[config.mk]
export PLATFORM = sky130hd
export DESIGN_NAME = instruction_prefetch_buffer_flat
export DESIGN_NICKNAME = d
export VERILOG_FILES = /design/src/rtl/instruction_prefetch_buffer_if.sv /design/src/rtl/instruction_prefetch_buffer.sv /design/src/flat_wrapper.sv
export SDC_FILE = /design/constraint.sdc
export NUM_CORES = 1
export LEC_CHECK = 0
export ABC_AREA = 1
export BUFFER_PORTS_ARGS = -buffer_cell sky130_fd_sc_hd__buf_2
export CORE_ASPECT_RATIO = 1.75
export CORE_MARGIN = 1.5
export CORE_UTILIZATION = 55
export CTS_CLUSTER_DIAMETER = 50
export CTS_CLUSTER_SIZE = 16
export DETAILED_ROUTE_END_ITERATION = 7
export PLACE_DENSITY = 0.83
export REMOVE_ABC_BUFFERS = 1
export SLEW_MARGIN = 20
export SYNTH_ARGS = -nofsm -noshare
export SYNTH_HDL_FRONTEND = slang
export SYNTH_SLANG_ARGS = --single-unit
[constraint.sdc]
create_clock -name system_clock -period 11.78 [get_ports system_clock]
set_input_delay 0.589 -clock system_clock [delete_from_list [all_inputs] [get_ports system_clock]]
set_output_delay 0.589 -clock system_clock [all_outputs]
set_load 0.05 [all_outputs]
[src/rtl/instruction_prefetch_buffer_if.sv]
// Fetch-side bus bundle: instruction-memory handshake, redirect/hold control
// and the head-of-buffer instruction presented to decode.
interface instruction_prefetch_buffer_if;
   logic        memory_request;
   logic [31:0] memory_address;
   logic        memory_ready;
   logic        memory_response_valid;
   logic [31:0] memory_response_data;
   logic        redirect;
   logic [31:0] redirect_target;
   logic        hold;
   logic        instruction_valid;
   logic [31:0] instruction;
   logic [31:0] program_counter;
   logic [31:0] program_counter_plus4;

   modport master (
      output memory_request, memory_address,
      input  memory_ready, memory_response_valid, memory_response_data,
      input  redirect, redirect_target, hold,
      output instruction_valid, instruction, program_counter, program_counter_plus4
   );

   modport slave (
      input  memory_request, memory_address,
      output memory_ready, memory_response_valid, memory_response_data,
      output redirect, redirect_target, hold,
      input  instruction_valid, instruction, program_counter, program_counter_plus4
   );
endinterface

[src/rtl/instruction_prefetch_buffer.sv]
// In-order instruction prefetcher: credit-limited memory reads, a small
// {pc, word} FIFO toward decode, and redirect flush with in-flight discard.
module instruction_prefetch_buffer #(
   parameter int unsigned DEPTH        = 4,
   parameter logic [31:0] RESET_VECTOR = 32'h0000_0000
) (
   input logic                           system_clock,
   input logic                           reset,
   instruction_prefetch_buffer_if.master bus
);
   localparam int unsigned PTR_W = $clog2(DEPTH);
   localparam int unsigned CNT_W = $clog2(DEPTH + 1);
   localparam int unsigned SUM_W = CNT_W + 1;

   typedef struct packed {
      logic [31:0] pc;
      logic [31:0] word;
   } entry_t;

   entry_t           entries [DEPTH];
   logic [31:0]      fetch_pc, fetch_pc_next;
   logic [31:0]      response_pc, response_pc_next;
   logic [CNT_W-1:0] in_flight, in_flight_next;
   logic [CNT_W-1:0] discard, discard_next;
   logic [CNT_W-1:0] occupancy, occupancy_next;
   logic [PTR_W-1:0] head, head_next;
   logic [PTR_W-1:0] tail, tail_next;
   logic             credit_ok, accept, response_ok, push, pop;
   logic [31:0]      target_aligned;

   // Buffered entries plus outstanding reads never exceed DEPTH, so a push always has room.
   assign target_aligned     = bus.redirect_target & 32'hFFFF_FFFC;
   assign credit_ok          = (SUM_W'(occupancy) + SUM_W'(in_flight)) < SUM_W'(DEPTH);
   assign bus.memory_request = ~reset & ~bus.redirect & credit_ok;
   assign accept             = bus.memory_request & bus.memory_ready;
   assign response_ok        = bus.memory_response_valid & (in_flight != '0);
   assign push               = response_ok & ~bus.redirect & (discard == '0);
   assign pop                = (occupancy != '0) & ~bus.hold & ~bus.redirect;

   always_comb begin
      fetch_pc_next    = fetch_pc;
      response_pc_next = response_pc;
      in_flight_next   = in_flight + CNT_W'(accept) - CNT_W'(response_ok);
      discard_next     = discard;
      occupancy_next   = occupancy;
      head_next        = head;
      tail_next        = tail;
      if (bus.redirect) begin
         // Everything outstanding now, minus the response dropped this cycle, is stale.
         fetch_pc_next    = target_aligned;
         response_pc_next = target_aligned;
         discard_next     = in_flight - CNT_W'(response_ok);
         occupancy_next   = '0;
         head_next        = '0;
         tail_next        = '0;
      end else begin
         if (accept) fetch_pc_next = fetch_pc + 32'd4;
         if (response_ok && (discard != '0)) discard_next = discard - CNT_W'(1);
         if (push) begin
            response_pc_next = response_pc + 32'd4;
            tail_next        = tail + PTR_W'(1);
         end
         if (pop) head_next = head + PTR_W'(1);
         occupancy_next = occupancy + CNT_W'(push) - CNT_W'(pop);
      end
   end

   always_ff @(posedge system_clock) begin
      if (reset) begin
         fetch_pc    <= RESET_VECTOR;
         response_pc <= RESET_VECTOR;
         in_flight   <= '0;
         discard     <= '0;
         occupancy   <= '0;
         head        <= '0;
         tail        <= '0;
      end else begin
         fetch_pc    <= fetch_pc_next;
         response_pc <= response_pc_next;
         in_flight   <= in_flight_next;
         discard     <= discard_next;
         occupancy   <= occupancy_next;
         head        <= head_next;
         tail        <= tail_next;
      end
   end

   // Storage needs no reset: outputs are masked whenever the FIFO is empty.
   always_ff @(posedge system_clock) begin
      if (push) entries[tail] <= '{pc: response_pc, word: bus.memory_response_data};
   end

   assign bus.memory_address        = fetch_pc;
   assign bus.instruction_valid     = (occupancy != '0);
   assign bus.instruction           = bus.instruction_valid ? entries[head].word : 32'h0;
   assign bus.program_counter       = bus.instruction_valid ? entries[head].pc : 32'h0;
   assign bus.program_counter_plus4 = bus.instruction_valid ? entries[head].pc + 32'd4 : 32'h0;
endmodule

[src/flat_wrapper.sv]
// flat-port wrapper written by rule: the top's interface ports become plain ports
module instruction_prefetch_buffer_flat 
#(
   parameter int unsigned DEPTH        = 4,
   parameter logic [31:0] RESET_VECTOR = 32'h0000_0000
)
  (system_clock, reset, bus_memory_request, bus_memory_address, bus_memory_ready, bus_memory_response_valid, bus_memory_response_data, bus_redirect, bus_redirect_target, bus_hold, bus_instruction_valid, bus_instruction, bus_program_counter, bus_program_counter_plus4);
  instruction_prefetch_buffer_if bus_i ();
  input logic system_clock;
  input logic reset;
  output wire logic [$bits(bus_i.memory_request)-1:0] bus_memory_request;
  output wire logic [$bits(bus_i.memory_address)-1:0] bus_memory_address;
  input wire logic [$bits(bus_i.memory_ready)-1:0] bus_memory_ready;
  input wire logic [$bits(bus_i.memory_response_valid)-1:0] bus_memory_response_valid;
  input wire logic [$bits(bus_i.memory_response_data)-1:0] bus_memory_response_data;
  input wire logic [$bits(bus_i.redirect)-1:0] bus_redirect;
  input wire logic [$bits(bus_i.redirect_target)-1:0] bus_redirect_target;
  input wire logic [$bits(bus_i.hold)-1:0] bus_hold;
  output wire logic [$bits(bus_i.instruction_valid)-1:0] bus_instruction_valid;
  output wire logic [$bits(bus_i.instruction)-1:0] bus_instruction;
  output wire logic [$bits(bus_i.program_counter)-1:0] bus_program_counter;
  output wire logic [$bits(bus_i.program_counter_plus4)-1:0] bus_program_counter_plus4;
  assign bus_memory_request = bus_i.memory_request;
  assign bus_memory_address = bus_i.memory_address;
  assign bus_i.memory_ready = bus_memory_ready;
  assign bus_i.memory_response_valid = bus_memory_response_valid;
  assign bus_i.memory_response_data = bus_memory_response_data;
  assign bus_i.redirect = bus_redirect;
  assign bus_i.redirect_target = bus_redirect_target;
  assign bus_i.hold = bus_hold;
  assign bus_instruction_valid = bus_i.instruction_valid;
  assign bus_instruction = bus_i.instruction;
  assign bus_program_counter = bus_i.program_counter;
  assign bus_program_counter_plus4 = bus_i.program_counter_plus4;
  instruction_prefetch_buffer #(.DEPTH(DEPTH), .RESET_VECTOR(RESET_VECTOR)) u_core (.system_clock(system_clock), .reset(reset), .bus(bus_i));
endmodule
==> impl_metrics.csv <==
group,metric,value,unit
run_status,outcome,"finished, final reports clean",
layout,finalNonFillerCells,2432,
logic_synthesis,synth-seq-area-share,55.8,%
clock_network,clockRootBuffer,"clkbuf_16",
logic_synthesis,yosysWarnings,0,
global_route,grt_usage,26.9,%
routing,vias,13500,
layout,diodes,0,
timing,skew,0.0233,ns
timing,worst_pin_slew,1.07,ns
routing,drc_errors,0,
die,ios,200,
global_route,grt_pass1_vias,13300,
layout,design_area,17900,um^2
layout,final_cell_mix,"525 x nand2_1, 296 x nor2_1, 248 x edfxtp_1",
layout,synthToLayoutAreaGrowth,11.6,%
timing,setup_violations,0,
clock_network,cts.clk_slew.worst_paths,0.07,ns
timing,relSlewSlack,28.7,%
die,start_util,56.0,%
flow_run,maxCapViolations,0,
timing,min_period_over_period,42.1,%
global_route,grt_max_degree,134,
clock_network,cts_buffers,25,
global_route,grt_pass1_wl,64.6,mm
timing,final.setup.tns,0,ns
layout,fillerInstances,2366,
min_path,hold_path.class,"in2reg",
layout,drive_above_1_share,13.1,%
setup_path,required,11.19,ns
setup_path,crit_arrival,4.38,ns
setup_path,crit_path_end_kind,"output pin",
placed_design,dp_hpwl,27.5,mm
routing,wl,41.3,mm
die,die_x,132,um
timing,rsz0062_at_grt,"no",
timing,period_needed,4.96,ns
logic_synthesis,synthDistinctLibCells,45,
logic_synthesis,synth-edff-count,248,
power,finalPower,0.00249,W
placed_design,place_area,17100,um^2
die,core,28600,um^2
logic_synthesis,postSynthCellCount,1884,
placed_design,dp_cells,2387,
setup_path,criticalPathCategory,"reg2out",
logic_synthesis,syn_area_per_cell,8.50,um^2
routing,antenna_left,0,
die,fp.dieArea,30200,um^2
setup_path,critical_path.max_fanout,47,
layout,layout_commonest_cell,"nand2_1",
timing,hold_viol_final,0,
timing,fmax,201,MHz
clock_network,htreeDepth,1,
layout,nets,2125,
clock_network,hold_buffers,0,
power,power.density,139,nW/um^2
power,leakagePower,7.43,nW
power,vdd_drop_max,125,uV
die,die_h,229,um
routing,viasPerCell,5.54,
logic_synthesis,async_reset_ff_share,0,%
clock_network,cts.sinks,323,
clock_network,ctsResizeCount,0,
placed_design,gp_congestion,0.946,
clock_network,cts_buffer_depth,3,
global_route,antenna_found_initial,0,
clock_network,worstSkewPairLatency,0.54,ns
global_route,grt-ovfl-total,0,
timing,slew_viol_final,0,
routing,wl_per_cell,17.0,um
routing,dr.pass1.iters,5,
placed_design,numPortBuffers,191,
setup_path,startpoint_type,"flop",
setup_path,rrSetupSlack,8.90,ns
routing,drt_iter0_drc,945,
logic_synthesis,ys_ff_latch,323,
logic_synthesis,syn_area,16000,um^2
logic_synthesis,ys.flop_type,"edfxtp_1",
die,row_count,82,
clock_network,cts_setup_buffers,0,
clock_network,cts_tree,"built",
## cells in the mapped netlist (13+ instances only)
cell type	n	share of area [%]
a21oi_1	101	3.2
a31oi_1	18	0.70
buf_2	21	0.66
buf_4	13	0.61
clkbuf_1	27	0.63
dfxtp_1	75	9.4
edfxtp_1	248	46
ha_1	17	1.3
inv_1	151	3.5
nand2_1	525	12
nand3_1	125	3.9
nor2_1	300	7.0
nor3_1	25	0.78
o21ai_0	121	3.8
xor2_1	24	1.3
## sequential cells by signal, indices dropped and copies added (netlist names), named ones only
name,count
u_core.discard,3
u_core.response_pc,30
u_core.entries,248
u_core.tail,2
u_core.occupancy,3
u_core.bus.memory_address,30
u_core.in_flight,3
u_core.head,2
## final cells by class
type	instances	area, um^2	share of cell area (%)
Clock buffer	40	702	3.92
Clock inverter	5	62.6	0.350
Inverter	158	601	3.36
Multi-Input combinational cell	1325	6050	33.8
Sequential cell	323	8950	50.1
Tap cell	378	473	2.64
Timing Repair Buffer	203	1050	5.85
## logic make-up (layout without fill, tap and decap cells)
group / Yosys count / count (layout) / share of synthesized area [%]
compound gates: 259 / 259 / 8.54
flops: 323 / 323 / 55.8
xor+xnor: 29 / 29 / 1.59
simple gates: 1012 / 1012 / 25.7
buf+inv: 241 / 406 / 6.75
other cells: 1 / 6 / 0.0234
fa+ha+maj: 19 / 19 / 1.58
## critical path, stage by stage, from the launching register on
cell and delay (ns):
dfxtp_2 0.31, buf_4 0.26, inv_2 0.64, buf_4 0.58, o211ai_1 0.17, nand2_1 0.17
ha_1 0.21, nand2_1 0.08, nor2_1 0.23, nand2_2 0.17, nor2_2 0.24, a21oi_1 0.10
nor2_1 0.29, buf_2 0.33
## per-stage QoR
stage                     utilization (%)  hold WS [ns]  setup slack (ns)
after floorplan                         -         0.437              4.47
final                                62.5         0.261              6.82
after global placement               59.8         0.447              7.47
after detailed placement             59.8         0.465              7.44
after CTS                            62.5         0.246              6.85
after global routing                 62.5         0.254              6.62
## per-layer routing
layer | wire length, um | track usage, %
met1 | 14200 | 27.8
met2 | 21700 | 50.4
met3 | 2730 | 3.15
met4 | 2650 | 17.9
met5 | 0 | 0
## path summary, 6_finish.rpt
kind / from / to / cells after the start
setup / recovery: flop / bus_program_counter_plus4[30] / 13
hold / removal: bus_memory_response_data[26] / u_core.entries[1][26] / 1
hold reg to reg: u_core.head[0] / u_core.head[0] / 1
setup reg to reg: u_core.in_flight[1] / u_core.in_flight[2] / 12
## power breakdown
part           internal (W)  switching, W
logic             0.0000935      0.000270
clock network      0.000432      0.000377
registers           0.00128     0.0000388
Power figures use the tool's default switching activity.
